==> config.mk <==
export PLATFORM = sky130hd
export DESIGN_NAME = bp_nonsynth_commit_aligner
export DESIGN_NICKNAME = d
export VERILOG_FILES = /design/src/rtl/bp_be_pkg.sv /design/src/rtl/bp_nonsynth_oldest_match.sv /design/src/rtl/bp_nonsynth_commit_aligner.sv
export SDC_FILE = /design/constraint.sdc
export NUM_CORES = 2
export LEC_CHECK = 0
export CAP_MARGIN = 25
export CORE_UTILIZATION = 54
export DETAILED_ROUTE_END_ITERATION = 7
export PLACE_DENSITY = 0.76
export SLEW_MARGIN = 20
export SYNTH_ARGS = -nofsm -noshare
export SYNTH_HDL_FRONTEND = slang
export SYNTH_SLANG_ARGS = --single-unit
==> constraint.sdc <==
create_clock -name clk_i -period 4 [get_ports clk_i]
set_input_delay 0.8 -clock clk_i [delete_from_list [all_inputs] [get_ports clk_i]]
set_output_delay 0.8 -clock clk_i [all_outputs]
set_load 0.02 [all_outputs]
==> src/rtl/bp_be_pkg.sv <==
// rtl/bp_be_pkg.sv - backend types shared by decode and the cosim retire path
`define BP_COSIM_RETIRE_WIDTH(vaddr_mp, instr_mp, dword_mp, reg_mp) \
  ((vaddr_mp) + (instr_mp) + (reg_mp) + 2*(dword_mp) + 3)

package bp_be_pkg;

  localparam int vaddr_width_gp    = 39;
  localparam int instr_width_gp    = 32;
  localparam int dword_width_gp    = 64;
  localparam int reg_addr_width_gp = 5;

  typedef struct packed {
    logic [6:0]                   opcode;
    logic [reg_addr_width_gp-1:0] rd_addr;
    logic [2:0]                   fu_op;
    logic                         irf_w_v;
  } bp_be_decode_s;

  typedef struct packed {
    logic [vaddr_width_gp-1:0]    pc;
    logic [instr_width_gp-1:0]    instr;
    logic                         rd_w_v;
    logic [reg_addr_width_gp-1:0] rd_addr;
    logic [dword_width_gp-1:0]    data;
    logic                         data_v;
    logic                         interrupt;
    logic [dword_width_gp-1:0]    cause;
  } bp_cosim_retire_s;

  typedef logic [`BP_COSIM_RETIRE_WIDTH(vaddr_width_gp, instr_width_gp,
                  dword_width_gp, reg_addr_width_gp)-1:0] bp_cosim_retire_flat_t;

endpackage

==> src/rtl/bp_nonsynth_oldest_match.sv <==
// rtl/bp_nonsynth_oldest_match.sv - oldest-first one-hot select over a circular buffer
module bp_nonsynth_oldest_match #(
  parameter int els_p = 8,
  localparam int idx_w_lp = $clog2(els_p)
) (
  input  logic [els_p-1:0]    match_i,
  input  logic [idx_w_lp-1:0] head_i,
  output logic [els_p-1:0]    oldest_o,
  output logic                found_o
);

  logic [els_p-1:0] w_rot;
  logic [els_p-1:0] w_prio;
  logic             w_hit;

  // Rotate so the head sits at bit 0, pick the lowest set bit, rotate back.
  always_comb begin
    w_rot    = '0;
    w_prio   = '0;
    oldest_o = '0;
    w_hit    = 1'b0;
    for (int i = 0; i < els_p; i++) begin
      w_rot[i] = match_i[idx_w_lp'(i) + head_i];
    end
    for (int i = 0; i < els_p; i++) begin
      if (w_rot[i] && !w_hit) begin
        w_prio[i] = 1'b1;
        w_hit     = 1'b1;
      end
    end
    for (int i = 0; i < els_p; i++) begin
      oldest_o[idx_w_lp'(i) + head_i] = w_prio[i];
    end
  end

  assign found_o = |match_i;

endmodule

==> src/rtl/bp_nonsynth_commit_aligner.sv <==
// rtl/bp_nonsynth_commit_aligner.sv - pairs in-order commits with late rd writeback for cosim
module bp_nonsynth_commit_aligner
  import bp_be_pkg::*;
#(
  parameter int vaddr_width_p    = vaddr_width_gp,
  parameter int instr_width_p    = instr_width_gp,
  parameter int dword_width_p    = dword_width_gp,
  parameter int reg_addr_width_p = reg_addr_width_gp,
  parameter int els_p            = 8
) (
  input  logic                        clk_i,
  input  logic                        reset_n_i,
  input  logic                        commit_v_i,
  input  logic [vaddr_width_p-1:0]    commit_pc_i,
  input  logic [instr_width_p-1:0]    commit_instr_i,
  input  logic                        commit_rd_w_v_i,
  input  logic [reg_addr_width_p-1:0] commit_rd_addr_i,
  input  logic                        commit_rd_late_i,
  input  logic [dword_width_p-1:0]    commit_rd_data_i,
  input  logic                        interrupt_v_i,
  input  logic [dword_width_p-1:0]    cause_i,
  input  logic                        late_w_v_i,
  input  logic [reg_addr_width_p-1:0] late_w_addr_i,
  input  logic [dword_width_p-1:0]    late_w_data_i,
  output logic                        retire_v_o,
  input  logic                        retire_yumi_i,
  output logic [vaddr_width_p-1:0]    retire_pc_o,
  output logic [instr_width_p-1:0]    retire_instr_o,
  output logic                        retire_rd_w_v_o,
  output logic [reg_addr_width_p-1:0] retire_rd_addr_o,
  output logic [dword_width_p-1:0]    retire_rd_data_o,
  output logic                        retire_interrupt_o,
  output logic [dword_width_p-1:0]    retire_cause_o,
  output logic                        empty_o,
  output logic                        overflow_o,
  output logic                        protocol_err_o
);

  localparam int idx_w_lp = $clog2(els_p);
  localparam int ptr_w_lp = idx_w_lp + 1;

  bp_cosim_retire_s      r_mem [els_p];
  logic [els_p-1:0]      r_valid;
  logic [ptr_w_lp-1:0]   r_head;
  logic [ptr_w_lp-1:0]   r_tail;
  logic                  r_overflow;
  logic                  r_protocol_err;

  logic [idx_w_lp-1:0]   w_head_idx;
  logic [idx_w_lp-1:0]   w_tail_idx;
  logic                  w_empty;
  logic                  w_full;
  logic                  w_retire_v;
  logic                  w_yumi_ok;
  logic                  w_yumi_bad;
  logic                  w_enq_req;
  logic                  w_enq;
  logic                  w_drop;
  logic                  w_both;
  logic                  w_rd_w_v;
  logic                  w_late_miss;
  logic                  w_found;
  logic [els_p-1:0]      w_match;
  logic [els_p-1:0]      w_oldest;
  bp_cosim_retire_s      w_enq_rec;
  bp_cosim_retire_s      w_head_rec;

  assign w_head_idx = r_head[idx_w_lp-1:0];
  assign w_tail_idx = r_tail[idx_w_lp-1:0];
  assign w_empty    = (r_head == r_tail);
  assign w_full     = (w_head_idx == w_tail_idx) && (r_head[idx_w_lp] != r_tail[idx_w_lp]);
  assign w_head_rec = r_mem[w_head_idx];

  assign w_retire_v = ~w_empty & w_head_rec.data_v;
  assign w_yumi_ok  = retire_yumi_i & w_retire_v;
  assign w_yumi_bad = retire_yumi_i & ~w_retire_v;

  // A trap wins over a simultaneous commit; only one record is ever enqueued per cycle.
  assign w_both    = commit_v_i & interrupt_v_i;
  assign w_enq_req = commit_v_i | interrupt_v_i;
  assign w_enq     = w_enq_req & (~w_full | w_yumi_ok);
  assign w_drop    = w_enq_req & w_full & ~w_yumi_ok;

  always_comb begin
    w_rd_w_v            = commit_v_i & ~interrupt_v_i & commit_rd_w_v_i
                        & (commit_rd_addr_i != '0);
    w_enq_rec           = '0;
    w_enq_rec.pc        = commit_pc_i;
    w_enq_rec.instr     = commit_instr_i;
    w_enq_rec.interrupt = interrupt_v_i;
    w_enq_rec.cause     = interrupt_v_i ? cause_i : '0;
    w_enq_rec.rd_w_v    = w_rd_w_v;
    w_enq_rec.rd_addr   = interrupt_v_i ? '0 : commit_rd_addr_i;
    w_enq_rec.data_v    = ~w_rd_w_v | ~commit_rd_late_i;
    w_enq_rec.data      = (w_rd_w_v & ~commit_rd_late_i) ? commit_rd_data_i : '0;
  end

  // Only registered entries are candidates, so a same-cycle enqueue can never catch a late write.
  always_comb begin
    w_match = '0;
    for (int i = 0; i < els_p; i++) begin
      w_match[i] = late_w_v_i & r_valid[i] & r_mem[i].rd_w_v & ~r_mem[i].data_v
                 & (r_mem[i].rd_addr == late_w_addr_i);
    end
  end

  bp_nonsynth_oldest_match #(
    .els_p(els_p)
  ) u_oldest_match (
    .match_i  (w_match),
    .head_i   (w_head_idx),
    .oldest_o (w_oldest),
    .found_o  (w_found)
  );

  assign w_late_miss = late_w_v_i & ~w_found;

  always_ff @(posedge clk_i or negedge reset_n_i) begin
    if (!reset_n_i) begin
      r_head         <= '0;
      r_tail         <= '0;
      r_valid        <= '0;
      r_overflow     <= 1'b0;
      r_protocol_err <= 1'b0;
      for (int i = 0; i < els_p; i++) begin
        r_mem[i] <= '0;
      end
    end else begin
      r_protocol_err <= w_both | w_yumi_bad | w_late_miss;
      if (w_drop) begin
        r_overflow <= 1'b1;
      end
      if (w_yumi_ok) begin
        r_valid[w_head_idx]       <= 1'b0;
        r_mem[w_head_idx].data_v  <= 1'b0;
        r_head                    <= r_head + ptr_w_lp'(1);
      end
      for (int i = 0; i < els_p; i++) begin
        if (w_oldest[i]) begin
          r_mem[i].data   <= late_w_data_i;
          r_mem[i].data_v <= 1'b1;
        end
      end
      // Enqueue last: when full with a same-cycle yumi the tail slot is the one just freed.
      if (w_enq) begin
        r_valid[w_tail_idx] <= 1'b1;
        r_mem[w_tail_idx]   <= w_enq_rec;
        r_tail              <= r_tail + ptr_w_lp'(1);
      end
    end
  end

  assign retire_v_o         = w_retire_v;
  assign retire_pc_o        = w_head_rec.pc;
  assign retire_instr_o     = w_head_rec.instr;
  assign retire_rd_w_v_o    = w_head_rec.rd_w_v;
  assign retire_rd_addr_o   = w_head_rec.rd_addr;
  assign retire_rd_data_o   = w_head_rec.data;
  assign retire_interrupt_o = w_head_rec.interrupt;
  assign retire_cause_o     = w_head_rec.cause;
  assign empty_o            = w_empty;
  assign overflow_o         = r_overflow;
  assign protocol_err_o     = r_protocol_err;

endmodule

==> results.ini <==
[clock_tree]
ctsHtreeMaxLevel = 4
cts_buffers = 172
clock_sinks = 1674
root_buffer = clkbuf_16
clkTransAtPathRegs_ns = 0.06
worstSkewPairLatency_ns = 0.84
cts_tree = built
clk_path_buf_depth = 3

[sta]
fmax_mhz = 251
post-route-min-period_ns = 3.99
slew_violations = 0
setup_ws_ns = 0.0101
skew_ns = 0.0533
finalHoldWorstSlack_ns = 0.361
tns_ns = 0
fin_crit_sh = 0.997
rsz0062_at_grt = true
tightest_slew_ns = 1.01
setup_viol = 0
hold_violations = 0
relSlewSlack = 0.328

[setup_path]
worst_r2r_path_depth = 15
r2r_end = r_mem[931]$_DFF_PN0_
r2r-start = r_mem[686]$_DFF_PN0_
cp-start-kind = flop
regToRegSetupSlack_ns = 0.01
path_max_fanout = 9
cp.arrival_ns = 4.69
required_ns = 4.70
setup.worst_path.class = reg2reg
end_kind = flop

[status]
violations = design-rule violations
status = finished, violations left

[power]
fin_total_pwr_uw = 109000
leakage_uw = 0.0456
power_density_nw_per_um2 = 1100
ir_drop_mv = 1.20

[synthesis]
synthesis.area_um2 = 81300
avgSynthCellArea_um2 = 10.5
ys_warn_count = 0
ys_types = 85
synthTopCellsByArea = dfrtp_1 (52%), mux4_2 (12%), nand2_1 (10%), o21ai_0 (4.6%), mux2_2 (4.0%)
syn_nets = 7995
yosysTopAreaCell = dfrtp_1
syn_inst = 7707
synth_top_area_frac = 0.515
synth_enable_flop_cells = 0
seq_area_frac_synth = 0.515
synth_flop_cell = dfrtp_1
ys_ff_latch = 1674
ys_async_sr_fraction = 1.00

[layout]
multi_input_area_um2 = 37200
nets = 8422
drive_gt1_frac = 0.202
seq_area_um2 = 41900
nFillCells = 10700
areaGrowthSynthToFinish_pct = 21.9
final_core_util = 0.667

[global_routing]
antenna_found_initial = 51
overflow = 0
grt_max_degree = 128
grt_pass1_wl_um = 404000
grt_pass1_vias = 68500
track_usage = 0.343

[drt]
drc = 1
dr.first_iter.drc_count = 7847
dr_wl_met3_um = 28500
top_layer = met5
routed_wl_um = 266000
final_antenna_net_count = 0
dr.pass1.iters = 8
via_per_inst = 6.52
met2WireLength_um = 125000
vias = 67200
drt-met1-wl_um = 98900
wl_per_cell_um = 25.8

[hold_path]
holdCritStartpoint = interrupt_v_i
hp-class = in2reg
worst_hold_path.endpoint = r_mem[64]$_DFFE_PN0P_
worstHoldPathCells = 3

[die]
ioPinCount = 491
start_util = 0.547
fp.dieH_um = 390
row_count = 141
die_x_um = 390
fp.dieArea_um2 = 152000
core_um2 = 149000

[run]
max-cap-violations = 0

[placed_design]
io_buffers = 490
gp_congestion = 0.946
dpl_worst_slack_ns = -1.16
hpwl_um = 154000

[state kept, by name (all words and copies together), names as in the netlist]
signal          flops
overflow_o          1
r_mem            1656
r_tail              4
r_head              4
r_valid             8
protocol_err_o      1
[what timing repair did]
action                     in CTS  in global routing
pin swaps                      25                 25
setup endpoints to repair     725                893
buffers inserted               44                 35
hold buffers                    1                  0
resized for setup             145                169
cloned                         27                 14
hold endpoints to repair       22                  0
[layer usage]
layer	vias to the layer above	GRT usage
met3	822	0.0951
met2	4054	0.536
met1	34000	0.442
met4	56	0.171
li1	28300	-
met5	-	0
[through the flow]
stage / cells / instance area, um^2
finish: 10300 / 99100
CTS: 10200 / 97900
floorplan: 7707 / 81300
detailed placement: 9844 / 90300
global route: 10300 / 99100
global placement: 9843 / 90300
[worst max-delay path: stages, from the launching register on]
cell and delay [ns]:
dfrtp_1 0.41, and4b_2 0.35, nand4_1 0.16, or3_4 0.41, and2_4 0.17, a2111o_1 0.44, a2111oi_4 0.32, buf_4 0.19
nor2_1 0.06, a211oi_1 0.19, a21o_1 0.23, buf_6 0.13, a21boi_4 0.07, buf_6 0.15, bufbuf_16 0.29, a221o_1 0.30
[worst max-delay path by stage]
stage / from / to / slack (ns) / cells after the start
5_1_grt: r_head[1]$_DFFE_PN0P_ / r_mem[1313]$_DFF_PN0_ / -0.05 / 21
4_1_cts: r_head[2]$_DFFE_PN0P_ / retire_rd_data_o[58] / -0.14 / 5
3_3_place_gp: late_w_v_i / r_mem[935]$_DFF_PN0_ / -1.10 / 17
3_5_place_dp: late_w_v_i / r_mem[492]$_DFF_PN0_ / -1.16 / 18
2_1_floorplan: r_head[0]$_DFFE_PN0P_ / retire_rd_w_v_o / 0.0007 / 10
6_report: r_mem[686]$_DFF_PN0_ / r_mem[931]$_DFF_PN0_ / 0.01 / 15
[synthesized netlist by cell type, types with 8 or more instances]
cell	number
a21oi_1	465
nor4_1	8
xor2_1	28
mux2_2	291
nand3_1	28
buf_4	22
buf_2	70
buf_6	11
a221oi_1	15
clkbuf_1	558
inv_1	12
xnor2_1	24
nor3_1	26
a31oi_1	203
o21ai_1	32
a221o_1	65
a221oi_2	50
dfrtp_1	1674
mux2i_1	199
mux4_2	421
o21ai_0	739
nand2_1	2241
nor2_1	108
a22oi_1	195
buf_1	54
nand4_1	13
[logic make-up (layout without fill, tap and decap cells)]
logic type,count (synthesis),in the layout,share of synthesized area
AO/OA/AOI/OAI,1843,1843,0.138
XOR/XNOR,54,54,0.00628
adder cells (fa/ha/maj),7,7,0.00108
buffers and inverters,732,1301,0.0379
flip-flops,1674,1674,0.515
multiplexers,911,911,0.181
other,0,27,0
AND/OR/NAND/NOR,2486,2486,0.120
[cells in the final DEF (no fill, tap or decap), types with 12 or more instances in the layout]
cell type / n
xor2_1: 24
dfrtp_1: 1670
a31oi_1: 202
dlymetal6s2s_1: 61
clkbuf_1: 41
a22oi_1: 194
nand2_1: 2231
buf_12: 137
a21oi_1: 464
mux2_2: 291
a221o_1: 64
clkdlybuf4s50_1: 374
buf_4: 275
nor2_1: 104
o21ai_1: 33
diode_2: 27
nand3_1: 23
buf_6: 17
clkbuf_8: 47
o21ai_0: 737
mux4_2: 421
buf_16: 33
clkbuf_16: 185
xnor2_1: 12
clkinv_2: 28
a221oi_2: 55
nor3_1: 13
dlygate4sd2_1: 46
mux2i_1: 192
nand4_1: 13
[power breakdown]
part	internal [uW]	leakage, uW	switching (uW)
logic	28000	0.0218	34000
clock network	9330	0.00286	7100
registers	25600	0.0208	4810
[layout make-up]
| class | count | share of cell area |
|---|---|---|
| Tap cell | 2002 | 0.0253 |
| Timing Repair Buffer | 973 | 0.116 |
| Antenna cell | 27 | 0.000682 |
| Sequential cell | 1674 | 0.423 |
| Clock inverter | 55 | 0.00721 |
| Clock buffer | 261 | 0.0518 |
| Multi-Input combinational cell | 5301 | 0.375 |
| Inverter | 12 | 0.000581 |
No activity file was read; power rests on OpenSTA's default activity.
